`config.mk`:
```
export PLATFORM = sky130hd
export DESIGN_NAME = avalon_mem_arbiter_flat
export DESIGN_NICKNAME = d
export VERILOG_FILES = /design/src/rtl/avalon_mem_arbiter_if.sv /design/src/rtl/avalon_mem_arbiter.sv /design/src/flat_wrapper.sv
export SDC_FILE = /design/constraint.sdc
export NUM_CORES = 1
export LEC_CHECK = 0
export CORE_AREA = 4 4 121 123
export DETAILED_ROUTE_END_ITERATION = 7
export DIE_AREA = 0 0 125 127
export DONT_BUFFER_PORTS = 1
export GPL_TIMING_DRIVEN = 0
export REMOVE_ABC_BUFFERS = 1
export SETUP_SLACK_MARGIN = 0.02
export SLEW_MARGIN = 20
export SYNTH_ARGS = -nofsm -noshare
export SYNTH_HDL_FRONTEND = slang
export SYNTH_SLANG_ARGS = --single-unit
```
`constraint.sdc`:
```
create_clock -name clk -period 2.4 [get_ports clk]
set_input_delay 0.48 -clock clk [delete_from_list [all_inputs] [get_ports clk]]
set_output_delay 0.48 -clock clk [all_outputs]
set_load 0.02 [all_outputs]
```
`src/rtl/avalon_mem_arbiter_if.sv`:
```
// Avalon-MM port bundle used on both sides of the memory arbiter.
//   master modport : drives address/read/write/writedata/byteenable,
//                    receives waitrequest/readdata
//   slave modport  : the mirror image, used by whoever serves the transfer
interface avalon_mem_arbiter_if #(
    parameter int ADDR_W = 32,
    parameter int DATA_W = 32
);
    logic [ADDR_W-1:0]   address;
    logic                read;
    logic                write;
    logic [DATA_W-1:0]   writedata;
    logic [DATA_W/8-1:0] byteenable;
    logic                waitrequest;
    logic [DATA_W-1:0]   readdata;

    modport master (
        output address, read, write, writedata, byteenable,
        input  waitrequest, readdata
    );

    modport slave (
        input  address, read, write, writedata, byteenable,
        output waitrequest, readdata
    );
endinterface

```
`src/rtl/avalon_mem_arbiter.sv`:
```
// Shares one Avalon-MM RAM slave between the CPU (m0) and the program
// loader / debug master (m1). One whole transfer is granted at a time,
// round-robin or fixed-priority, and the grant is held across slave stalls.
//   clk, reset : system clock, synchronous active-high reset
//   m0, m1     : requesting masters (arbiter acts as their slave)
//   s          : the shared RAM (arbiter acts as its master)
//   grant_id   : owner of the current grant, or of the last completed one
//   busy       : a grant is active
//
// state | meaning
// IDLE  | no grant; bubble cycle between transfers
// G0    | m0 owns the slave until s.waitrequest drops
// G1    | m1 owns the slave until s.waitrequest drops
module avalon_mem_arbiter #(
    parameter int ADDR_W     = 32,
    parameter int DATA_W     = 32,
    parameter int FIXED_PRIO = 0
) (
    input  logic                 clk,
    input  logic                 reset,
    avalon_mem_arbiter_if.slave  m0,
    avalon_mem_arbiter_if.slave  m1,
    avalon_mem_arbiter_if.master s,
    output logic                 grant_id,
    output logic                 busy
);
    typedef enum logic [1:0] {
        IDLE = 2'd0,
        G0   = 2'd1,
        G1   = 2'd2
    } state_t;

    state_t state, state_nxt;
    logic   last_grant, last_grant_nxt;
    // Reported owner while idle. Tracks last_grant except out of reset, where
    // arbitration starts from 1 (so m0 wins the first tie) but the reported
    // owner starts from 0.
    logic   shown_grant, shown_grant_nxt;

    logic m0_req, m1_req;

    assign m0_req = m0.read | m0.write;
    assign m1_req = m1.read | m1.write;

    always_ff @(posedge clk) begin
        if (reset) begin
            state       <= IDLE;
            last_grant  <= 1'b1;
            shown_grant <= 1'b0;
        end else begin
            state       <= state_nxt;
            last_grant  <= last_grant_nxt;
            shown_grant <= shown_grant_nxt;
        end
    end

    always_comb begin
        state_nxt       = state;
        last_grant_nxt  = last_grant;
        shown_grant_nxt = shown_grant;
        case (state)
            IDLE: begin
                if (m0_req && m1_req) begin
                    state_nxt = ((FIXED_PRIO != 0) || last_grant) ? G0 : G1;
                end else if (m0_req) begin
                    state_nxt = G0;
                end else if (m1_req) begin
                    state_nxt = G1;
                end
            end
            G0: begin
                // A dropped request aborts the grant without crediting it.
                if (!m0_req) begin
                    state_nxt = IDLE;
                end else if (!s.waitrequest) begin
                    state_nxt       = IDLE;
                    last_grant_nxt  = 1'b0;
                    shown_grant_nxt = 1'b0;
                end
            end
            G1: begin
                if (!m1_req) begin
                    state_nxt = IDLE;
                end else if (!s.waitrequest) begin
                    state_nxt       = IDLE;
                    last_grant_nxt  = 1'b1;
                    shown_grant_nxt = 1'b1;
                end
            end
            default: state_nxt = IDLE;
        endcase
    end

    always_comb begin
        s.address      = {ADDR_W{1'b0}};
        s.read         = 1'b0;
        s.write        = 1'b0;
        s.writedata    = {DATA_W{1'b0}};
        s.byteenable   = {(DATA_W/8){1'b0}};
        m0.waitrequest = 1'b1;
        m0.readdata    = {DATA_W{1'b0}};
        m1.waitrequest = 1'b1;
        m1.readdata    = {DATA_W{1'b0}};
        grant_id       = shown_grant;
        busy           = 1'b0;
        case (state)
            G0: begin
                s.address      = m0.address;
                s.write        = m0.write;
                s.read         = m0.read & ~m0.write;
                s.writedata    = m0.writedata;
                s.byteenable   = m0.byteenable;
                m0.waitrequest = s.waitrequest;
                m0.readdata    = s.readdata;
                grant_id       = 1'b0;
                busy           = 1'b1;
            end
            G1: begin
                s.address      = m1.address;
                s.write        = m1.write;
                s.read         = m1.read & ~m1.write;
                s.writedata    = m1.writedata;
                s.byteenable   = m1.byteenable;
                m1.waitrequest = s.waitrequest;
                m1.readdata    = s.readdata;
                grant_id       = 1'b1;
                busy           = 1'b1;
            end
            default: ;
        endcase
    end
endmodule

```
`src/flat_wrapper.sv`:
```
// flat-port wrapper written by rule: the top's interface ports become plain ports
module avalon_mem_arbiter_flat 
#(
    parameter int ADDR_W     = 32,
    parameter int DATA_W     = 32,
    parameter int FIXED_PRIO = 0
)
  (clk, reset, grant_id, busy, m0_address, m0_read, m0_write, m0_writedata, m0_byteenable, m0_waitrequest, m0_readdata, m1_address, m1_read, m1_write, m1_writedata, m1_byteenable, m1_waitrequest, m1_readdata, s_address, s_read, s_write, s_writedata, s_byteenable, s_waitrequest, s_readdata);
  avalon_mem_arbiter_if #(.ADDR_W(ADDR_W), .DATA_W(DATA_W)) m0_i ();
  avalon_mem_arbiter_if #(.ADDR_W(ADDR_W), .DATA_W(DATA_W)) m1_i ();
  avalon_mem_arbiter_if #(.ADDR_W(ADDR_W), .DATA_W(DATA_W)) s_i ();
  input  logic clk;
  input  logic reset;
  output logic grant_id;
  output logic busy;
  input wire logic [$bits(m0_i.address)-1:0] m0_address;
  input wire logic [$bits(m0_i.read)-1:0] m0_read;
  input wire logic [$bits(m0_i.write)-1:0] m0_write;
  input wire logic [$bits(m0_i.writedata)-1:0] m0_writedata;
  input wire logic [$bits(m0_i.byteenable)-1:0] m0_byteenable;
  output wire logic [$bits(m0_i.waitrequest)-1:0] m0_waitrequest;
  output wire logic [$bits(m0_i.readdata)-1:0] m0_readdata;
  input wire logic [$bits(m1_i.address)-1:0] m1_address;
  input wire logic [$bits(m1_i.read)-1:0] m1_read;
  input wire logic [$bits(m1_i.write)-1:0] m1_write;
  input wire logic [$bits(m1_i.writedata)-1:0] m1_writedata;
  input wire logic [$bits(m1_i.byteenable)-1:0] m1_byteenable;
  output wire logic [$bits(m1_i.waitrequest)-1:0] m1_waitrequest;
  output wire logic [$bits(m1_i.readdata)-1:0] m1_readdata;
  output wire logic [$bits(s_i.address)-1:0] s_address;
  output wire logic [$bits(s_i.read)-1:0] s_read;
  output wire logic [$bits(s_i.write)-1:0] s_write;
  output wire logic [$bits(s_i.writedata)-1:0] s_writedata;
  output wire logic [$bits(s_i.byteenable)-1:0] s_byteenable;
  input wire logic [$bits(s_i.waitrequest)-1:0] s_waitrequest;
  input wire logic [$bits(s_i.readdata)-1:0] s_readdata;
  assign m0_i.address = m0_address;
  assign m0_i.read = m0_read;
  assign m0_i.write = m0_write;
  assign m0_i.writedata = m0_writedata;
  assign m0_i.byteenable = m0_byteenable;
  assign m0_waitrequest = m0_i.waitrequest;
  assign m0_readdata = m0_i.readdata;
  assign m1_i.address = m1_address;
  assign m1_i.read = m1_read;
  assign m1_i.write = m1_write;
  assign m1_i.writedata = m1_writedata;
  assign m1_i.byteenable = m1_byteenable;
  assign m1_waitrequest = m1_i.waitrequest;
  assign m1_readdata = m1_i.readdata;
  assign s_address = s_i.address;
  assign s_read = s_i.read;
  assign s_write = s_i.write;
  assign s_writedata = s_i.writedata;
  assign s_byteenable = s_i.byteenable;
  assign s_i.waitrequest = s_waitrequest;
  assign s_i.readdata = s_readdata;
  avalon_mem_arbiter #(.ADDR_W(ADDR_W), .DATA_W(DATA_W), .FIXED_PRIO(FIXED_PRIO)) u_core (.clk(clk), .reset(reset), .m0(m0_i), .m1(m1_i), .s(s_i), .grant_id(grant_id), .busy(busy));
endmodule
```
==> flow_metrics.env <==
export IMPL_port_buffers=0
export IMPL_hpwlAfterDp_mm=6.75
export IMPL_ios=313
export IMPL_first_pass_iters=4
export IMPL_finalSetupTns_ns=0
export IMPL_drc=0
export IMPL_num_antenna_cells=0
export IMPL_placed_area_um2=1650
export IMPL_worstPathCellList="inv_2 > ha_4 > and2_4 > bufbuf_16 > a22o_1"
export IMPL_crit_path_max_incr_delay_ns=0.39
export IMPL_row_count=43
export IMPL_syn_mean_instance_area_um2=7.69
export IMPL_grt_pass1_wl_mm=10.0
export IMPL_grt_pass1_vias=1541
export IMPL_routedWlPerCell_um=23.6
export IMPL_drv_cap=0
export IMPL_ys_warn_count=0
export IMPL_grt_ovfl_total=0
export IMPL_period_minus_slack_ns=2.36
export IMPL_syn_inst=198
export IMPL_ys_seq_elements=4
export IMPL_clock_skew_ns=0.00140
export IMPL_critPathSlowestCell="dfxtp_2"
export IMPL_slew_violations=0
export IMPL_fp_dieH_um=127
export IMPL_yosysSeqAreaShare_pct=5.26
export IMPL_ys_types=29
export IMPL_drt_initial_drc_count=128
export IMPL_crit_type="reg2out"
export IMPL_clock_path_buffers=2
export IMPL_ctsHtreeMaxLevel=1
export IMPL_reg2reg_from="u_core.state[1]"
export IMPL_vias=1779
export IMPL_cp_start_kind="register"
export IMPL_tightest_slew_ns=0.498
export IMPL_outcome="finished, final reports clean"
export IMPL_insertion_delay_ns=0.23
export IMPL_cp_startpoint="u_core.state[1]"
export IMPL_crit_path_end_kind="output port"
export IMPL_final_hold_viol_count=0
export IMPL_core_area_um2=13700
export IMPL_rsz0062_at_grt="yes"
export IMPL_drive_gt1_share_pct=35.1
export IMPL_final_common_cell="and2_1"
export IMPL_hold_class="in2reg"
export IMPL_cts_sinks=4
export IMPL_cts_hold_buffers=0
export IMPL_synth_top_area_share_pct=39.7
export IMPL_cp_max_fo=25
export IMPL_period_share_pct=98.1
export IMPL_final_net_count=373
export IMPL_worstHoldStart="reset"
export IMPL_grt_max_degree=51
export IMPL_fillCellCount=1543
export IMPL_max_freq_mhz=425
export IMPL_cts_clk_slew_worst_paths_ns=0.03
export IMPL_grt_usage_pct=8.32
export IMPL_required_ns=1.92
export IMPL_vdd_drop_max_uv=388
export IMPL_totalWireLength_mm=8.74
export IMPL_yosysTopAreaCell="a22o_1"
export IMPL_relSlewSlack_pct=66.8
export IMPL_place_congestion=0.733
export IMPL_whs_ns=0.323
export IMPL_path_buf_inv=2
export IMPL_antenna_found_initial=0
export IMPL_ant_nets=0
export IMPL_synth_area_um2=1520
export IMPL_crit_family="buffers and inverters"
export IMPL_mostFrequentLayoutCells="and2_1, a22o_1, a22o_2, a22o_4, buf_4"
export IMPL_power_density_nw_per_um2=501
export IMPL_cts_tree="yes"
export IMPL_floorplan_initialDensity_pct=11.1
export IMPL_cts_buffers=3
export IMPL_synth_area_top_cells="a22o_1, and2_1, dfxtp_1, ha_1, buf_6"
export IMPL_fin_area_um2=1990
export IMPL_arrival_ns=1.88
export IMPL_vias_per_cell=4.80
export IMPL_power_leakage_nw=0.737
export IMPL_area_delta_synth_final_pct=30.9
export IMPL_setup_viol=0
export IMPL_cts_root_buf="clkbuf_16"
export IMPL_dieArea_um2=15900
export IMPL_die_w_um=125
==> cell usage after synthesis (all sizes together) <==
| cell | number |
|---|---|
| a211o | 1 |
| a211oi | 1 |
| a22o | 69 |
| a31oi | 1 |
| a32oi | 1 |
| and2 | 67 |
| buf | 17 |
| clkbuf | 6 |
| dfxtp | 4 |
| ha | 5 |
| inv | 2 |
| mux2 | 1 |
| mux2i | 1 |
| nand2 | 4 |
| nand2b | 2 |
| nand3 | 1 |
| nor2 | 3 |
| nor2b | 1 |
| nor3b | 1 |
| o21ai | 3 |
| o221a | 1 |
| o22ai | 2 |
| o32ai | 2 |
| or2b | 1 |
| or3b | 1 |
==> per-layer routing <==
layer | wire length [um] | track usage (%)
met1 | 3480 | 11.1
met2 | 4370 | 13.4
met3 | 722 | 1.80
met4 | 165 | 2.74
met5 | 0 | 0
==> worst reg2reg max path, cell delays in order (launching register included) <==
cell and delay, ns:
dfxtp_2 0.35, inv_2 0.12, ha_4 0.29, buf_6 0.22
o21ai_1 0.16, a211oi_4 0.29, nor2b_1 0.08, a211o_1 0.27
==> final timing paths <==
kind / endpoint / slack, ns / cells past startpoint
worst max-delay path: s_address[3] / 0.04 / 5
worst max register to register: u_core.last_grant / 0.50 / 7
worst min-delay path: u_core.shown_grant / 0.32 / 1
worst min register to register: u_core.shown_grant / 0.51 / 2
==> where the power goes <==
part | switching [mW] | internal, mW
clock network | 0.0509 | 0.213
logic | 0.429 | 0.221
registers | 0.00943 | 0.0744
total | 0.490 | 0.509
==> logic make-up after synthesis <==
family / after synthesis / share of synthesized area (%)
compound gates: 81 / 46.3
fa+ha+maj: 5 / 4.11
buf+inv: 25 / 9.78
flops: 4 / 5.26
mux: 2 / 1.40
simple gates: 81 / 33.2
==> metrics by stage <==
stage	utilization, %	power [mW]	std cells	worst slack [ns]
floorplan	-	0.550	175	-0.758
global placement	11.8	0.615	355	-1.47
detailed placement	12.1	0.630	357	-0.583
CTS	13.7	0.975	367	-0.0233
global route	14.6	1.04	371	-0.0131
finish	14.6	0.998	371	0.0447
==> state kept, by name, summed over array words and instances (netlist names) <==
register / flops
u_core.state: 2
u_core.last_grant: 1
u_core.shown_grant: 1
==> timing repair <==
item	CTS	global route
pin swaps	1	1
buffers inserted	4	3
setup endpoints to repair	76	51
cloned	3	1
gates resized for setup	29	21
==> area by class of cell <==
cell class                 instances  area [um^2]  share of cell area (%)
clock buffer                       3         75.1                    3.77
inverter                           2         7.51                   0.377
multi-input combinational        171         1440                    72.1
sequential                         4         82.6                    4.14
tap                              180          225                    11.3
timing repair buffer              11          166                    8.35
Power figures use the tool's default switching activity.
